==> src/rtl/regfile_mp_sb.sv <==
// Multi-port register file with a per-register busy scoreboard.
// NRD combinational read ports and NWR write ports. Same-cycle write data can
// optionally be forwarded to the reads. Busy bits mark destinations that issue
// has reserved and writeback has not yet written.
module regfile_mp_sb #(
  parameter int AWIDTH   = 5,
  parameter int DWIDTH   = 32,
  parameter int NRD      = 2,
  parameter int NWR      = 2,
  parameter int BYPASS   = 1,
  parameter int ZERO_REG = 1
) (
  input  logic                    clk,
  input  logic                    rst,
  input  logic [NRD*AWIDTH-1:0]   raddr,
  output logic [NRD*DWIDTH-1:0]   rdata,
  output logic [NRD-1:0]          rbusy,
  input  logic [NWR-1:0]          wen,
  input  logic [NWR*AWIDTH-1:0]   waddr,
  input  logic [NWR*DWIDTH-1:0]   wdata,
  input  logic                    rsv_en,
  input  logic [AWIDTH-1:0]       rsv_addr,
  output logic                    rsv_ok,
  output logic                    wr_conflict
);

  localparam int NREG = 1 << AWIDTH;
  localparam logic BYPASS_EN = (BYPASS != 32'sd0);
  localparam logic ZERO_EN   = (ZERO_REG != 32'sd0);

  // Architectural state
  logic [DWIDTH-1:0] regs_r [NREG];
  logic [NREG-1:0]   busy_r;
  logic              wr_conflict_r;

  // Unpacked views of the flattened port buses
  logic [AWIDTH-1:0] rd_addr_s [NRD];
  logic [AWIDTH-1:0] wr_addr_s [NWR];
  logic [DWIDTH-1:0] wr_data_s [NWR];
  logic [DWIDTH-1:0] rd_data_s [NRD];
  logic [NRD-1:0]    rd_busy_s;
  logic [NWR-1:0]    wr_live_s;

  logic              conflict_s;
  logic              rsv_hit_s;
  logic              rsv_zero_s;
  logic              rsv_ok_s;

  genvar gi;

  generate
    for (gi = 0; gi < NRD; gi++) begin : g_rd
      assign rd_addr_s[gi] = raddr[gi*AWIDTH +: AWIDTH];
      assign rdata[gi*DWIDTH +: DWIDTH] = rd_data_s[gi];
    end
    for (gi = 0; gi < NWR; gi++) begin : g_wr
      assign wr_addr_s[gi] = waddr[gi*AWIDTH +: AWIDTH];
      assign wr_data_s[gi] = wdata[gi*DWIDTH +: DWIDTH];
      // A write to the hardwired zero register is dropped entirely
      assign wr_live_s[gi] = wen[gi] &&
                             !(ZERO_EN && (wr_addr_s[gi] == {AWIDTH{1'b0}}));
    end
  endgenerate

  assign rbusy       = rd_busy_s;
  assign rsv_ok      = rsv_ok_s;
  assign wr_conflict = wr_conflict_r;

  // Read ports: stored value, then forwarded write data (highest port last), then zero register
  always_comb begin
    for (int i = 0; i < NRD; i++) begin
      rd_data_s[i] = regs_r[rd_addr_s[i]];
      rd_busy_s[i] = busy_r[rd_addr_s[i]];
      if (BYPASS_EN) begin
        for (int j = 0; j < NWR; j++) begin
          if (wen[j] && (wr_addr_s[j] == rd_addr_s[i])) begin
            rd_data_s[i] = wr_data_s[j];
            rd_busy_s[i] = 1'b0;
          end else begin
            // lower-priority source stays selected
          end
        end
      end else begin
        // reads see only the stored value
      end
      if (ZERO_EN && (rd_addr_s[i] == {AWIDTH{1'b0}})) begin
        rd_data_s[i] = {DWIDTH{1'b0}};
        rd_busy_s[i] = 1'b0;
      end else begin
        // non-zero register keeps the value chosen above
      end
    end
  end

  // Detect two or more live write ports aimed at the same register
  always_comb begin
    conflict_s = 1'b0;
    for (int i = 0; i < NWR; i++) begin
      for (int j = i + 1; j < NWR; j++) begin
        if (wr_live_s[i] && wr_live_s[j] && (wr_addr_s[i] == wr_addr_s[j])) begin
          conflict_s = 1'b1;
        end else begin
          // this pair does not collide
        end
      end
    end
  end

  // Reservation acceptance: free register, or one being written back this cycle
  always_comb begin
    rsv_hit_s = 1'b0;
    for (int j = 0; j < NWR; j++) begin
      if (wen[j] && (wr_addr_s[j] == rsv_addr)) begin
        rsv_hit_s = 1'b1;
      end else begin
        // this port does not free the requested register
      end
    end
    rsv_zero_s = ZERO_EN && (rsv_addr == {AWIDTH{1'b0}});
    if (rsv_en) begin
      rsv_ok_s = rsv_zero_s || !busy_r[rsv_addr] || rsv_hit_s;
    end else begin
      rsv_ok_s = 1'b0;
    end
  end

  // Register data: ascending port order so the highest-index writer wins a collision
  always_ff @(posedge clk) begin
    if (rst) begin
      for (int r = 0; r < NREG; r++) begin
        regs_r[r] <= {DWIDTH{1'b0}};
      end
    end else begin
      for (int j = 0; j < NWR; j++) begin
        if (wr_live_s[j]) begin
          regs_r[wr_addr_s[j]] <= wr_data_s[j];
        end
      end
    end
  end

  // Busy bits: writeback clears, an accepted reservation sets and overrides the clear
  always_ff @(posedge clk) begin
    if (rst) begin
      busy_r <= {NREG{1'b0}};
    end else begin
      for (int j = 0; j < NWR; j++) begin
        if (wr_live_s[j]) begin
          busy_r[wr_addr_s[j]] <= 1'b0;
        end
      end
      if (rsv_ok_s && !rsv_zero_s) begin
        busy_r[rsv_addr] <= 1'b1;
      end
    end
  end

  // One-cycle conflict pulse for each cycle that had colliding writes
  always_ff @(posedge clk) begin
    if (rst) begin
      wr_conflict_r <= 1'b0;
    end else begin
      wr_conflict_r <= conflict_s;
    end
  end

endmodule

==> config.mk <==
export PLATFORM = sky130hd
export DESIGN_NAME = regfile_mp_sb
export DESIGN_NICKNAME = d
export VERILOG_FILES = /design/src/rtl/regfile_mp_sb.sv
export SDC_FILE = /design/constraint.sdc
export NUM_CORES = 2
export LEC_CHECK = 0
export CAP_MARGIN = 20
export CELL_PAD_IN_SITES_DETAIL_PLACEMENT = 0
export CELL_PAD_IN_SITES_GLOBAL_PLACEMENT = 2
export CORE_ASPECT_RATIO = 0.75
export CORE_MARGIN = 2
export CORE_UTILIZATION = 50
export CTS_CLUSTER_DIAMETER = 60
export DETAILED_ROUTE_END_ITERATION = 12
export MAX_ROUTING_LAYER = met4
export PLACE_DENSITY_LB_ADDON = 0.1
export SYNTH_ARGS = -nofsm -noshare
export SYNTH_HDL_FRONTEND = slang
export SYNTH_SLANG_ARGS = --single-unit
==> constraint.sdc <==
create_clock -name clk -period 6.2 [get_ports clk]
set_clock_uncertainty 0.2 [all_clocks]
set_input_delay 1.24 -clock clk [delete_from_list [all_inputs] [get_ports clk]]
set_output_delay 1.24 -clock clk [all_outputs]
set_load 0.02 [all_outputs]
# Yosys cells after proc, flatten, opt, wreduce, memory -nomap -nowiden

Memories as Yosys holds them, arrays and structs flattened.
Cells that the tools add are included.

Flip-flop bits (word level): 33
Output and inout bits: 68
Memories: 1
Memory bits (writable): 1024
Logic and storage cells: 97
Input bits: 94

$lt $le $gt $ge: 8
Muxes and demuxes: 47
Bitwise operators: 5
Equality and inequality tests: 7
Reductions and logical operators: 27

Memory list:

| name   | words | bits a word | read ports | clocked after Yosys merged registers in | write ports | line | text |
|---|---|---|---|---|---|---|---|
| regs_r | 32    | 32          | 2          | 0                                       | 32          | 32   | `logic [DWIDTH-1:0] regs_r [NREG];` |

Operators with widths:

| operator                                                               | count |
|---|---|
| 32-bit two-way mux                                                     | 13 |
| 32-bit AND                                                             | 2 |
| 32-bit NOT                                                             | 2 |
| 32-bit OR reduction                                                    | 2 |
| 5-bit equality test                                                    | 7 |
| 32-bit bitwise OR                                                      | 1 |
| 5-bit by 6-bit < comparator with 1-bit output (second input constant)  | 5 |
| 1-bit two-way mux                                                      | 26 |
| 5-bit logical NOT                                                      | 5 |
| 1-bit binary-select mux with 5-bit select                              | 3 |
| 1-bit demux with 5-bit select                                          | 3 |
| 5-bit by 1-bit >= comparator with 1-bit output (second input constant) | 3 |
| 1-bit logical AND                                                      | 14 |
| 5-bit two-way mux                                                      | 2 |
| 1-bit logical NOT                                                      | 4 |
| 1-bit logical OR                                                       | 2 |

# Longest topological paths before layout

Depth after elaboration: 13
Depth in mapped cells: 10
Depth with buffers taken out: 6

# Least setup slack after synthesis

Ideal clock, no wire load.

Path type: input to output
From: in raddr[0]
To: out rdata[11]
Slack: 1.595 ns
Cell stages on the path: 6
Arrival: 3.165 ns
Path buffers: 2
Required time: 4.760 ns
Cells stage by stage: buf_2 > buf_1 > mux4_2 > mux4_2 > o22ai_1 > nor2_1

Cells in the longest elaborated chain, start to end: 5
Elaborated cells on any way between the ends: 9
Classes of those cells: eq/ne (2); mux (3); reduce/logical (3); memory (1)

Ends and longest elaborated chain:

| what                                                                            | line | text |
|---|---|---|
| from (decl)                                                                     | 15   | `input logic [NRD*AWIDTH-1:0] raddr,` |
| parallel branches: the longest is 4 deep, another holds memory read 32 x 32 bit | -    |  |
| 32-bit two-way mux (*)                                                          | 86   | `if (ZERO_EN && (rd_addr_s[i] == {AWIDTH{1'b0}})) begin` |
| to (decl)                                                                       | 16   | `output logic [NRD*DWIDTH-1:0] rdata,` |

Mark *: on every way between the ends.

# Worst setup path after layout

From: in raddr[9]
To: out rdata[52]

The elaborated chain is that of the path after synthesis.

==> flow_summary.yaml <==
run_status:
  status: "finished clean"
setup_path:
  required_ps: 4760
  worst_r2r_endpoint: "busy_r[7]$_SDFF_PP0_"
  ff2ff_path_depth: 7
  critical_path_arrival_ps: 4480
  rrSetupSlack_ps: 3780
  critPathMaxFanout: 32
  worstSetupPathType: "in -> out"
  end_kind: "output port"
  rr_startpoint: "busy_r[15]$_SDFF_PP0_"
  crit_path_start_kind: "input pin"
grt:
  track_usage_pct: 44.8
  antenna_found_initial: 7
  grt_max_degree: 68
  grt_pass1_vias: 46200
  grt_overflow: 0
  grt_pass1_wl_um: 374000
routing:
  drc: 0
  wire_per_inst_um: 47.7
  routed_wl_um: 276000
  vias: 48000
  detail_route.vias_per_cell: 8.28
  drt_first_pass_iters: 8
  dr.first_iter.drc_count: 9534
  final_antenna_net_count: 0
logic_synthesis:
  yosys.area.top_type_share_pct: 50.2
  synth_top_cells_by_count: "edfxtp_1 (1024), a22o_1 (1005), mux4_2 (573), clkbuf_1 (419), o22ai_1 (163)"
  async_flop_share_pct: 0
  synth_ff_type: "edfxtp_1"
  netlist_top_cells_area: "edfxtp_1 (50%), mux4_2 (21%), a22o_1 (14%), clkbuf_1 (2.6%), o22ai_1 (1.7%)"
  synth_area_um2: 61200
  syn_inst: 4142
  synth-seq-cells: 1057
  synth_most_common_cell: "edfxtp_1"
  synth-seq-area-share_pct: 51.3
  yosys_warnings: 0
  ys_types: 50
  yosysTopAreaCell: "edfxtp_1"
  synth-edff-count: 1024
  syn_avg_cell_area_um2: 14.8
timing:
  period_minus_slack_ps: 5920
  worst_pin_slew_ps: 1240
  finalMaxSlewViolations: 0
  relSlewSlack_pct: 17.1
  fin_setup_tns_ps: 0
  rsz0062_at_grt: "no"
  finalHoldViolations: 0
  setup_violations: 0
  finalHoldWorstSlack_ps: 292
  finalCritPeriodShare_pct: 95.5
  fin_ws_ps: 279
  fmax_mhz: 169
power:
  p_leak_nw: 23.0
  total_power_mw: 18.2
  worst_ir_drop_vdd_v: 0.000224
  powerDensity_nw_per_um2: 263
clocking:
  clk_latency_ps: 750
  postCtsSetupBuffers: 0
  htree_levels: 3
  clockBufferDepth: 3
  root_buffer: "clkbuf_16"
  cts_buffers: 115
  post_cts_resize_count: 0
  ctsHoldBuffers: 0
  clock_sinks: 1057
  clkTransAtPathRegs_ps: 60
  tritoncts: "done"
min_path:
  hp-class: "reg -> reg"
  hold_start: "busy_r[10]$_SDFF_PP0_"
  hold_path_end: "busy_r[10]$_SDFF_PP0_"
  whs_path_depth: 2
finish:
  fin_area_um2: 69200
  final_nets: 4164
  stdcell_count: 5800
  final_util_pct: 56.9
  seq_area_um2: 31400
  area_growth_pct: 13.1
  multi_input_area_um2: 27400
  nFillCells: 9446
  drive_gt1_share_pct: 28.6
run:
  timing.max_cap.violations: 0
die:
  coreArea_um2: 122000
  die_h_um: 307
  rows: 111
  start_util_pct: 50.2
  die_w_um: 408
  io_pins: 162
  die_area_um2: 125000
placed_design:
  portBuffers: 161
  dp_slack_ps: 337
  gp_congestion: 0.946
  postPlaceCellArea_um2: 65600
  dp_hpwl_um: 161000
  place_inst: 5588
## sequential cells by signal, summed over array words and instances (netlist names)
signal       flops
wr_conflict      1
busy_r          32
regs_r        1024
## cell families after synthesis
kind of cell	Yosys count	synth area share, %
AOI/OAI and AO/OA	1286	17.7
xor gates and xnor gates	33	0.472
muxes	634	22.1
other	1	0.00613
and+or+nand+nor	413	3.51
DFF	1057	51.3
buffers and inverters	718	4.94
## worst max-delay path, cell delays in order
cell,delay (ps)
clkdlybuf4s50_1,810
nor2_1,130
nand2_2,110
buf_12,330
o22ai_1,180
or4_1,560
o221ai_1,400
clkdlybuf4s50_1,700
## worst max path at each step
stage                     startpoint         to  depth (start not counted)
after global placement      raddr[9]  rdata[47]                          7
after floorplan             raddr[0]  rdata[11]                          6
after global routing        raddr[9]  rdata[46]                          9
after CTS                   raddr[9]  rdata[40]                          7
after detailed placement    raddr[8]  rdata[47]                          7
final                       raddr[9]  rdata[52]                          8
## cell usage in the layout, fill, tap and decap left out, types with 25 or more instances in the layout
master and count:
nor2_1 99, clkbuf_16 115, a22o_1 1005, clkdlybuf4s50_1 134, edfxtp_1 1024, inv_1 31, dfxtp_1 33, buf_12 68
conb_1 32, nand2_1 89, o22ai_1 163, or3_2 32, buf_4 259, or4_1 34, clkbuf_1 25, o221ai_1 54
mux4_2 573, nor2_4 31, mux2i_1 58
## final cells by class
| cell class | count | share of cell area [%] |
|---|---|---|
| sequential | 1057 | 45.4 |
| multi-input combinational | 2398 | 39.5 |
| timing repair buffer | 466 | 6.80 |
| clock buffer | 142 | 4.33 |
| tap | 1638 | 2.96 |
| clock inverter | 60 | 0.840 |
| inverter | 32 | 0.173 |
| antenna | 7 | 0.0253 |
## metal layers
metal | up-vias | global-route usage [%] | part of all wire [%]
met2 | 5117 | 59.5 | 41
met1 | 24600 | 57.8 | 35
met5 | - | - | 0
met3 | 890 | 21.0 | 18
met4 | 0 | 21.0 | 5.6
li1 | 17400 | - | -
## power by group
group | switching, mW | internal [mW] | leakage, nW
clock | 3.04 | 3.79 | 1.75
combinational | 1.70 | 1.16 | 11.1
sequential | 0.216 | 8.28 | 10.1
(Power assumes the default switching activity.)
